File: src/rtl/branch_sched_if.sv
// Decode-to-branch-scheduler bundle: branch request, operand forwarding,
// external comparator hookup, fetch redirect and resolution statistics.
interface branch_sched_if #(
    parameter int CNT_W = 16
);
    logic             br_valid;
    logic [3:0]       br_type;
    logic [31:0]      rs_val;
    logic [31:0]      rt_val;
    logic             rs_ready;
    logic             rt_ready;
    logic [31:0]      br_target;
    logic             exc_flush;
    logic [31:0]      cmp_rd1;
    logic [31:0]      cmp_rd2;
    logic [3:0]       cmp_type;
    logic             cmp_out;
    logic             stall_d;
    logic             redirect_valid;
    logic [31:0]      redirect_pc;
    logic [CNT_W-1:0] taken_cnt;
    logic [CNT_W-1:0] ntaken_cnt;
    logic [1:0]       dbg_state;

    // Decode / comparator side.
    modport master (
        output br_valid, br_type, rs_val, rt_val, rs_ready, rt_ready,
               br_target, exc_flush, cmp_out,
        input  cmp_rd1, cmp_rd2, cmp_type, stall_d, redirect_valid,
               redirect_pc, taken_cnt, ntaken_cnt, dbg_state
    );

    // Scheduler side.
    modport slave (
        input  br_valid, br_type, rs_val, rt_val, rs_ready, rt_ready,
               br_target, exc_flush, cmp_out,
        output cmp_rd1, cmp_rd2, cmp_type, stall_d, redirect_valid,
               redirect_pc, taken_cnt, ntaken_cnt, dbg_state
    );
endinterface

File: src/rtl/branch_sched.sv
// Resolves decode-stage conditional branches through an external comparator,
// stalling decode while operands wait and issuing a one-cycle fetch redirect.
module branch_sched #(
    parameter int CNT_W = 16
) (
    input logic          clk,
    input logic          reset,
    branch_sched_if.slave br_if
);

    typedef enum logic [1:0] {
        S_IDLE  = 2'd0,
        S_WAIT  = 2'd1,
        S_CMP   = 2'd2,
        S_REDIR = 2'd3
    } state_e;

    state_e           state_q, state_d;
    logic [3:0]       type_q, type_d;
    logic [31:0]      target_q, target_d;
    logic [31:0]      rs_q, rs_d;
    logic [31:0]      rt_q, rt_d;
    logic [CNT_W-1:0] taken_q, taken_d;
    logic [CNT_W-1:0] ntaken_q, ntaken_d;

    logic ops_ready;
    logic accept;
    logic load_ops;
    logic resolve;

    // Handshake: a branch is taken from decode in any IDLE cycle where
    // br_valid=1 and exc_flush=0; decode must hold it while stall_d=1, and
    // br_valid outside IDLE is ignored. Operands count only when both
    // rs_ready and rt_ready are 1 in the same cycle.
    assign ops_ready = br_if.rs_ready & br_if.rt_ready;
    assign accept    = (state_q == S_IDLE) & br_if.br_valid & ~br_if.exc_flush;
    assign load_ops  = ~br_if.exc_flush & ops_ready &
                       (((state_q == S_IDLE) & br_if.br_valid) | (state_q == S_WAIT));
    assign resolve   = (state_q == S_CMP) & ~br_if.exc_flush;

    always_ff @(posedge clk or negedge reset) begin
        if (!reset) begin
            state_q <= S_IDLE;
        end else begin
            state_q <= state_d;
        end
    end

    always_comb begin
        state_d = state_q;
        if (br_if.exc_flush) begin
            state_d = S_IDLE;
        end else begin
            case (state_q)
                S_IDLE: begin
                    if (br_if.br_valid) begin
                        state_d = ops_ready ? S_CMP : S_WAIT;
                    end
                end
                S_WAIT: begin
                    if (ops_ready) begin
                        state_d = S_CMP;
                    end
                end
                S_CMP: begin
                    state_d = br_if.cmp_out ? S_REDIR : S_IDLE;
                end
                S_REDIR: begin
                    state_d = S_IDLE;
                end
                default: begin
                    state_d = S_IDLE;
                end
            endcase
        end
    end

    always_comb begin
        type_d   = type_q;
        target_d = target_q;
        rs_d     = rs_q;
        rt_d     = rt_q;
        taken_d  = taken_q;
        ntaken_d = ntaken_q;
        if (accept) begin
            type_d   = br_if.br_type;
            target_d = br_if.br_target;
        end
        if (load_ops) begin
            rs_d = br_if.rs_val;
            rt_d = br_if.rt_val;
        end
        // Counters wrap naturally at 2^CNT_W.
        if (resolve) begin
            if (br_if.cmp_out) begin
                taken_d = taken_q + 1'b1;
            end else begin
                ntaken_d = ntaken_q + 1'b1;
            end
        end
    end

    always_ff @(posedge clk or negedge reset) begin
        if (!reset) begin
            type_q   <= '0;
            target_q <= '0;
            rs_q     <= '0;
            rt_q     <= '0;
            taken_q  <= '0;
            ntaken_q <= '0;
        end else begin
            type_q   <= type_d;
            target_q <= target_d;
            rs_q     <= rs_d;
            rt_q     <= rt_d;
            taken_q  <= taken_d;
            ntaken_q <= ntaken_d;
        end
    end

    // Reset gates stall_d so decode is never held by a stale br_valid.
    always_comb begin
        br_if.stall_d        = 1'b0;
        br_if.redirect_valid = 1'b0;
        br_if.redirect_pc    = '0;
        if (reset && !br_if.exc_flush) begin
            case (state_q)
                S_IDLE:  br_if.stall_d = br_if.br_valid;
                S_WAIT:  br_if.stall_d = 1'b1;
                S_CMP:   br_if.stall_d = 1'b1;
                S_REDIR: begin
                    br_if.redirect_valid = 1'b1;
                    br_if.redirect_pc    = target_q;
                end
                default: br_if.stall_d = 1'b0;
            endcase
        end
        br_if.cmp_rd1    = rs_q;
        br_if.cmp_rd2    = rt_q;
        br_if.cmp_type   = type_q;
        br_if.taken_cnt  = taken_q;
        br_if.ntaken_cnt = ntaken_q;
        br_if.dbg_state  = state_q;
    end

endmodule

File: src/flat_wrapper.sv
// flat-port wrapper written by rule: the top's interface ports become plain ports
module branch_sched_flat 
#(
    parameter int CNT_W = 16
)
  (clk, reset, br_if_br_valid, br_if_br_type, br_if_rs_val, br_if_rt_val, br_if_rs_ready, br_if_rt_ready, br_if_br_target, br_if_exc_flush, br_if_cmp_out, br_if_cmp_rd1, br_if_cmp_rd2, br_if_cmp_type, br_if_stall_d, br_if_redirect_valid, br_if_redirect_pc, br_if_taken_cnt, br_if_ntaken_cnt, br_if_dbg_state);
  branch_sched_if #(.CNT_W(CNT_W)) br_if_i ();
  input logic clk;
  input logic reset;
  input wire logic [$bits(br_if_i.br_valid)-1:0] br_if_br_valid;
  input wire logic [$bits(br_if_i.br_type)-1:0] br_if_br_type;
  input wire logic [$bits(br_if_i.rs_val)-1:0] br_if_rs_val;
  input wire logic [$bits(br_if_i.rt_val)-1:0] br_if_rt_val;
  input wire logic [$bits(br_if_i.rs_ready)-1:0] br_if_rs_ready;
  input wire logic [$bits(br_if_i.rt_ready)-1:0] br_if_rt_ready;
  input wire logic [$bits(br_if_i.br_target)-1:0] br_if_br_target;
  input wire logic [$bits(br_if_i.exc_flush)-1:0] br_if_exc_flush;
  input wire logic [$bits(br_if_i.cmp_out)-1:0] br_if_cmp_out;
  output wire logic [$bits(br_if_i.cmp_rd1)-1:0] br_if_cmp_rd1;
  output wire logic [$bits(br_if_i.cmp_rd2)-1:0] br_if_cmp_rd2;
  output wire logic [$bits(br_if_i.cmp_type)-1:0] br_if_cmp_type;
  output wire logic [$bits(br_if_i.stall_d)-1:0] br_if_stall_d;
  output wire logic [$bits(br_if_i.redirect_valid)-1:0] br_if_redirect_valid;
  output wire logic [$bits(br_if_i.redirect_pc)-1:0] br_if_redirect_pc;
  output wire logic [$bits(br_if_i.taken_cnt)-1:0] br_if_taken_cnt;
  output wire logic [$bits(br_if_i.ntaken_cnt)-1:0] br_if_ntaken_cnt;
  output wire logic [$bits(br_if_i.dbg_state)-1:0] br_if_dbg_state;
  assign br_if_i.br_valid = br_if_br_valid;
  assign br_if_i.br_type = br_if_br_type;
  assign br_if_i.rs_val = br_if_rs_val;
  assign br_if_i.rt_val = br_if_rt_val;
  assign br_if_i.rs_ready = br_if_rs_ready;
  assign br_if_i.rt_ready = br_if_rt_ready;
  assign br_if_i.br_target = br_if_br_target;
  assign br_if_i.exc_flush = br_if_exc_flush;
  assign br_if_i.cmp_out = br_if_cmp_out;
  assign br_if_cmp_rd1 = br_if_i.cmp_rd1;
  assign br_if_cmp_rd2 = br_if_i.cmp_rd2;
  assign br_if_cmp_type = br_if_i.cmp_type;
  assign br_if_stall_d = br_if_i.stall_d;
  assign br_if_redirect_valid = br_if_i.redirect_valid;
  assign br_if_redirect_pc = br_if_i.redirect_pc;
  assign br_if_taken_cnt = br_if_i.taken_cnt;
  assign br_if_ntaken_cnt = br_if_i.ntaken_cnt;
  assign br_if_dbg_state = br_if_i.dbg_state;
  branch_sched #(.CNT_W(CNT_W)) u_core (.clk(clk), .reset(reset), .br_if(br_if_i));
endmodule
File: config.mk
export PLATFORM = sky130hd
export DESIGN_NAME = branch_sched_flat
export DESIGN_NICKNAME = d
export VERILOG_FILES = /design/src/rtl/branch_sched_if.sv /design/src/rtl/branch_sched.sv /design/src/flat_wrapper.sv
export SDC_FILE = /design/constraint.sdc
export NUM_CORES = 1
export LEC_CHECK = 0
export CAP_MARGIN = 20
export CORE_ASPECT_RATIO = 1.75
export CORE_UTILIZATION = 43
export CTS_CLUSTER_SIZE = 8
export DETAILED_ROUTE_END_ITERATION = 6
export GPL_ROUTABILITY_DRIVEN = 0
export PLACE_DENSITY = 0.91
export SYNTH_ARGS = -nofsm -noshare
export SYNTH_HDL_FRONTEND = slang
export SYNTH_SLANG_ARGS = --single-unit
File: constraint.sdc
create_clock -name clk -period 2.2 [get_ports clk]
set_input_delay 0.44 -clock clk [delete_from_list [all_inputs] [get_ports clk]]
set_output_delay 0.44 -clock clk [all_outputs]
set_load 0.01 [all_outputs]
# Yosys cells after proc, flatten, opt, wreduce, memory -nomap -nowiden
# Cells that the tools add are included.
[word_totals]
ff_bits = 134
inputBits = 107
output_inout_bits = 136
[op_classes]
addsub = 2
eq_ne = 5
muxes = 12
bitwise = 9
reduce_logical = 7
[op_table]
columns = ["operator", "count"]
rows = [
  ["32-bit two-way mux", 2],
  ["16-bit by 1-bit adder with 16-bit output, second input constant", 2],
  ["2-bit two-way mux", 5],
  ["2-bit one-hot mux with 4 select lines", 1],
  ["1-bit AND", 6],
  ["2-bit AND reduction", 3],
  ["2-bit == test, second input constant", 2],
  ["1-bit two-way mux", 3],
  ["3-bit by 2-bit inequality test with 1-bit output, second input constant", 1],
  ["3-bit inequality test, second input constant", 1],
  ["2-bit by 1-bit == test with 1-bit output, second input constant", 1],
  ["2-bit logical NOT", 1],
  ["1-bit inverter", 2],
  ["1-bit one-hot mux with 2 select lines", 1],
  ["2-bit OR reduction", 1],
  ["1-bit logical AND", 1],
  ["1-bit logical NOT", 1],
  ["1-bit OR", 1],
]

# Depth between registers and ports, before layout
[depth]
ltp_word = 5
ltp_mapped = 8
mapped_depth_nobuf = 6

# Worst setup path before layout
# OpenSTA, ideal clock, no wires.
[synth_timing]
kind = "register to register"
start = "register u_core.state_q[0] (netlist: u_core.br_if.dbg_state[0])"
end = "register u_core.rt_q[23] (netlist: u_core.br_if.cmp_rd2[23])"
arrival_ns = 1.783
path_slack_ns = 0.292
stages_incl_launch_ff = 7
n_path_buf = 1
synth_period_minus_slack_ns = 1.908
path_cell_list = "dfrtp_1 inv_1 ha_1 a21oi_1 nor3_4 buf_6 mux2_2"
[synth_via]
elab_chain_cells = 4
elab_cells_between_ends = 5
[synth_lines]
columns = ["item", "line_no", "rtl"]
rows = [
  ["start: declaration", "branch_sched.sv:18", "state_e state_q, state_d;"],
  ["start signal: assignment", "branch_sched.sv:45", "state_q <= state_d;"],
  ["2-bit logical NOT", "branch_sched.sv:38", "(((state_q == S_IDLE) & br_if.br_valid) | (state_q == S_WAIT));"],
  ["1-bit AND", "branch_sched.sv:38", ""],
  ["1-bit OR *", "branch_sched.sv:38", ""],
  ["1-bit AND *", "branch_sched.sv:37", "assign load_ops = ~br_if.exc_flush & ops_ready &"],
  ["end signal: assignment", "branch_sched.sv:115", "rt_q <= rt_d;"],
  ["end: declaration", "branch_sched.sv:22", "logic [31:0] rt_q, rt_d;"],
]
# Every way passes the cells marked *; elsewhere a longest branch is shown, timed or not.
# A chain may end at the register's enable or synchronous reset.

# Final worst setup path
[layout_timing]
start = "register u_core.state_q[1] (netlist: u_core.br_if.dbg_state[1])"
end = "output port br_if_redirect_pc[11]"
[layout_via]
elab_chain_cells = 3
[layout_lines]
columns = ["item", "line_no", "rtl"]
rows = [
  ["2-bit == test", "branch_sched.sv:127", "case (state_q)"],
  ["32-bit two-way mux", "branch_sched.sv:127", ""],
  ["32-bit two-way mux", "branch_sched.sv:126", "if (reset && !br_if.exc_flush) begin"],
  ["end: declaration", "flat_wrapper.sv:24", "output wire logic [$bits(br_if_i.redirect_pc)-1:0] br_if_redirect_pc;"],
]
# Every way passes these cells.

==> impl_results.md <==
- DP Cell Count: 809
- CP required: 1.76 ns
- CP max stage cell: dfrtp_1
- Part of the Yosys area used for sequential elements: roughly 59%
- Tmin final: approximately 2.1 ns
- Post-synthesis cell type count: 33
- Antenna violations before repair: 0
- Async set-or-reset flop fraction in the synthesized netlist: 100.0%
- CTS Hold Bufs: 0
- Cell type with the largest total area after synthesis: dfrtp_1
- Ant. Diodes: 0
- Max Root-Sink Buffers: 2
- Worst min path class: in2async
- Crit path kind: reg2out
- Share of cells above drive strength 1: 28.97%
- Final Cycle Share: between 90% and 100%
- Root Driver: clkbuf_16
- #FFs+latches synth: about 130
- Fill cell count: between 900 and 1000
- Avg Vias per Cell: 4.923
- Synthesis-to-layout area growth: 55.71%
- Drt first pass iters: 4
- Arr. time, crit path: about 1.7 ns
- Final worst setup slack: approximately 0.053 ns
- Most frequent cells after synthesis: dfrtp_1 (134), mux2_2 (97), and2_1 (32)
- Actual slew at the worst max-slew pin: 0.8757 ns
- Max Fclk: ~470 MHz
- Final nets: between 700 and 800
- Routed wire length: approximately 15000 um
- CTS Buf Count: 17
- Buffers on Ports: between 200 and 250
- Startpoint types: register
- Pre-CTS setup slack: -0.3330 ns
- Peak supply drop: roughly 0.71 mV
- Count leader, synth: dfrtp_1
- Power Density: ~1200 nW/um^2
- Final setup violating endpoints: 0
- Initial core utilization: between 40 and 50%
- Total GRT Usage: 22.65%
- ANT nets after route: 0
- Synth top area share: about 60%
- Wire per inst: around 18 um
- Post-Syn Nets: 512
- Mapped Area: 5664 um^2
- Hpwl dp: 11280 um
- Synth area leaders: dfrtp_1 (59%), mux2_2 (19%), and2_1 (3.5%)
- CTS tree: done
- Clk slew on worst S/H paths: about 0.05 ns
- Mean Syn Cell Area: roughly 14 um^2
- Max_cap viols: 0
- Largest stage delay on the critical path: around 0.40 ns
- Area of the core: around 13000 um^2
- Setup crit end kind: output pin
- Clk_skew: ~0.01 ns
- Cells after synthesis: 398
- Total grt overflow: 0
- Worst slew margin: a little over two fifths
- Vias in the first global route: 4684
- Clk_lat worst skew: 0.41 ns
- CP cell instances: ha_2 > and3b_2 > buf_12 > and2_1 > buf_2
- Max Fanout on Critical Path: 33
- Fin Hold WS: ~0.23 ns
- Total Die Area: 13650 um^2
- Layout Cells excl Fill: 844
- Synth Warn #: 0
- Slew Limit Fails: 0
- CTS HTree Levels: 4
- Synth Flop Type: dfrtp_1
- Overall via count from detail_route: around 4200
- Final setup TNS: 0 ns
- LEAKAGE: ~3.9 nW
- DR iter-0 viols: around 140
- Residual DRC: 0
- Ports: ~240
- Rows: between 50 and 60
- Final Util: between 60% and 70%
- Clock Sinks: approximately 130
- First-pass GRT wire length: about 23000 um
- Die Width: 88.76 um
- Die Ht: between 150 and 200 um
- Largest net degree at the start of global routing: ~70
- Final hold vios: 0
- Number of enable flip-flop cells after synthesis: 0
- Status: complete, no violations
[repair_timing]
item / in CTS / in global routing
setup endpoints to repair: 34 / 2
setup buffers: 1 / 2
pin swaps: 0 / 2
gates resized for setup: 134 / 7
[state kept, by name (all words and copies together), names as in the netlist]
name	flops
u_core.br_if.ntaken_cnt	16
u_core.target_q	32
u_core.br_if.taken_cnt	16
u_core.br_if.cmp_rd1	32
u_core.br_if.dbg_state	2
u_core.br_if.cmp_rd2	32
u_core.br_if.cmp_type	4
[path summary, 6_finish.rpt]
path / start / cells past startpoint / slack (ns) / endpoint
worst max-delay path: u_core.br_if.dbg_state[1]$_DFFE_PN0P_ / 5 / 0.05 / br_if_redirect_pc[11]
worst min-delay path: reset / 2 / 0.23 / u_core.target_q[30]$_DFFE_PN0P_
worst max register to register: u_core.br_if.dbg_state[1]$_DFFE_PN0P_ / 8 / 0.16 / u_core.br_if.cmp_rd1[20]$_DFFE_PN0P_
worst min register to register: u_core.br_if.taken_cnt[15]$_DFFE_PN0P_ / 1 / 0.47 / u_core.br_if.taken_cnt[15]$_DFFE_PN0P_
max in group asynchronous: reset / 2 / 1.36 / u_core.br_if.cmp_rd2[19]$_DFFE_PN0P_
min in group clk: u_core.br_if.taken_cnt[15]$_DFFE_PN0P_ / 1 / 0.47 / u_core.br_if.taken_cnt[15]$_DFFE_PN0P_
[worst max-delay path: cells and delay by family (launching register included)]
family | cells | cell delay (ns)
adders and majority gates | 1 | 0.21
buffers and inverters | 2 | 0.30
DFF | 1 | 0.40
and+or+nand+nor | 2 | 0.39
[logic make-up (layout without fill, tap and decap cells)]
family | count (synthesis) | after routing | share of synthesized area (%)
flip-flops | 134 | 134 | 59.20
buffers and inverters | 19 | 294 | 2.540
AO/OA/AOI/OAI | 6 | 6 | 0.6407
multiplexers | 103 | 103 | 20.46
adder cells (fa/ha/maj) | 7 | 7 | 1.546
XOR/XNOR | 30 | 30 | 4.639
AND/OR/NAND/NOR | 99 | 99 | 10.98
[power breakdown]
part	switching [mW]	total, mW	internal, mW
registers	0.604	4.07	3.47
logic	1.40	3.84	2.43
clock network	1.06	2.88	1.82
[area by class of cell]
| cell class | instances | area [um^2] | share of cell area (%) |
|---|---|---|---|
| clock inverters | 14 | 172.7 | 1.958 |
| inverters | 2 | 7.507 | 0.08512 |
| repair buffers | 260 | 2445 | 27.72 |
| well taps | 171 | 214.0 | 2.426 |
| clock buffers | 18 | 439.2 | 4.979 |
| flip-flops and latches | 134 | 3353 | 38.02 |
| multi-input cells | 245 | 2188 | 24.81 |
[metal layers]
layer	vias to the layer above	part of all wire [%]	track usage, %
met5	-	0	0
met4	0	5.1	13.90
met3	57	5.4	5.690
met2	182	55	41.10
met1	2031	34	22.06
li1	1885	-	-
[placed cells by master, fill, tap and decap left out, types with 3 or more instances in the layout]
cell	instances
inv_6	3
ha_1	5
mux2_2	97
mux2_1	5
buf_12	4
and2_1	32
a21oi_1	4
nand2_1	17
nand3_1	9
buf_4	14
nand4_1	6
clkbuf_16	17
nor3_1	3
dfrtp_1	134
buf_2	33
xnor2_1	18
and3_1	6
nor3_4	3
bufinv_16	3
nor2_1	9
xor2_1	12
clkinvlp_4	5
clkdlybuf4s50_1	206
[stage by stage]
| step | power, mW | cell area, um^2 |
|---|---|---|
| finish | 10.79 | 8820 |
| global route | 11.34 | 8820 |
| CTS | 10.83 | 8786 |
| detailed placement | 7.903 | 8324 |
| global placement | 7.665 | 8324 |
| floorplan | 5.654 | 5664 |
Power figures use the tool's default switching activity.
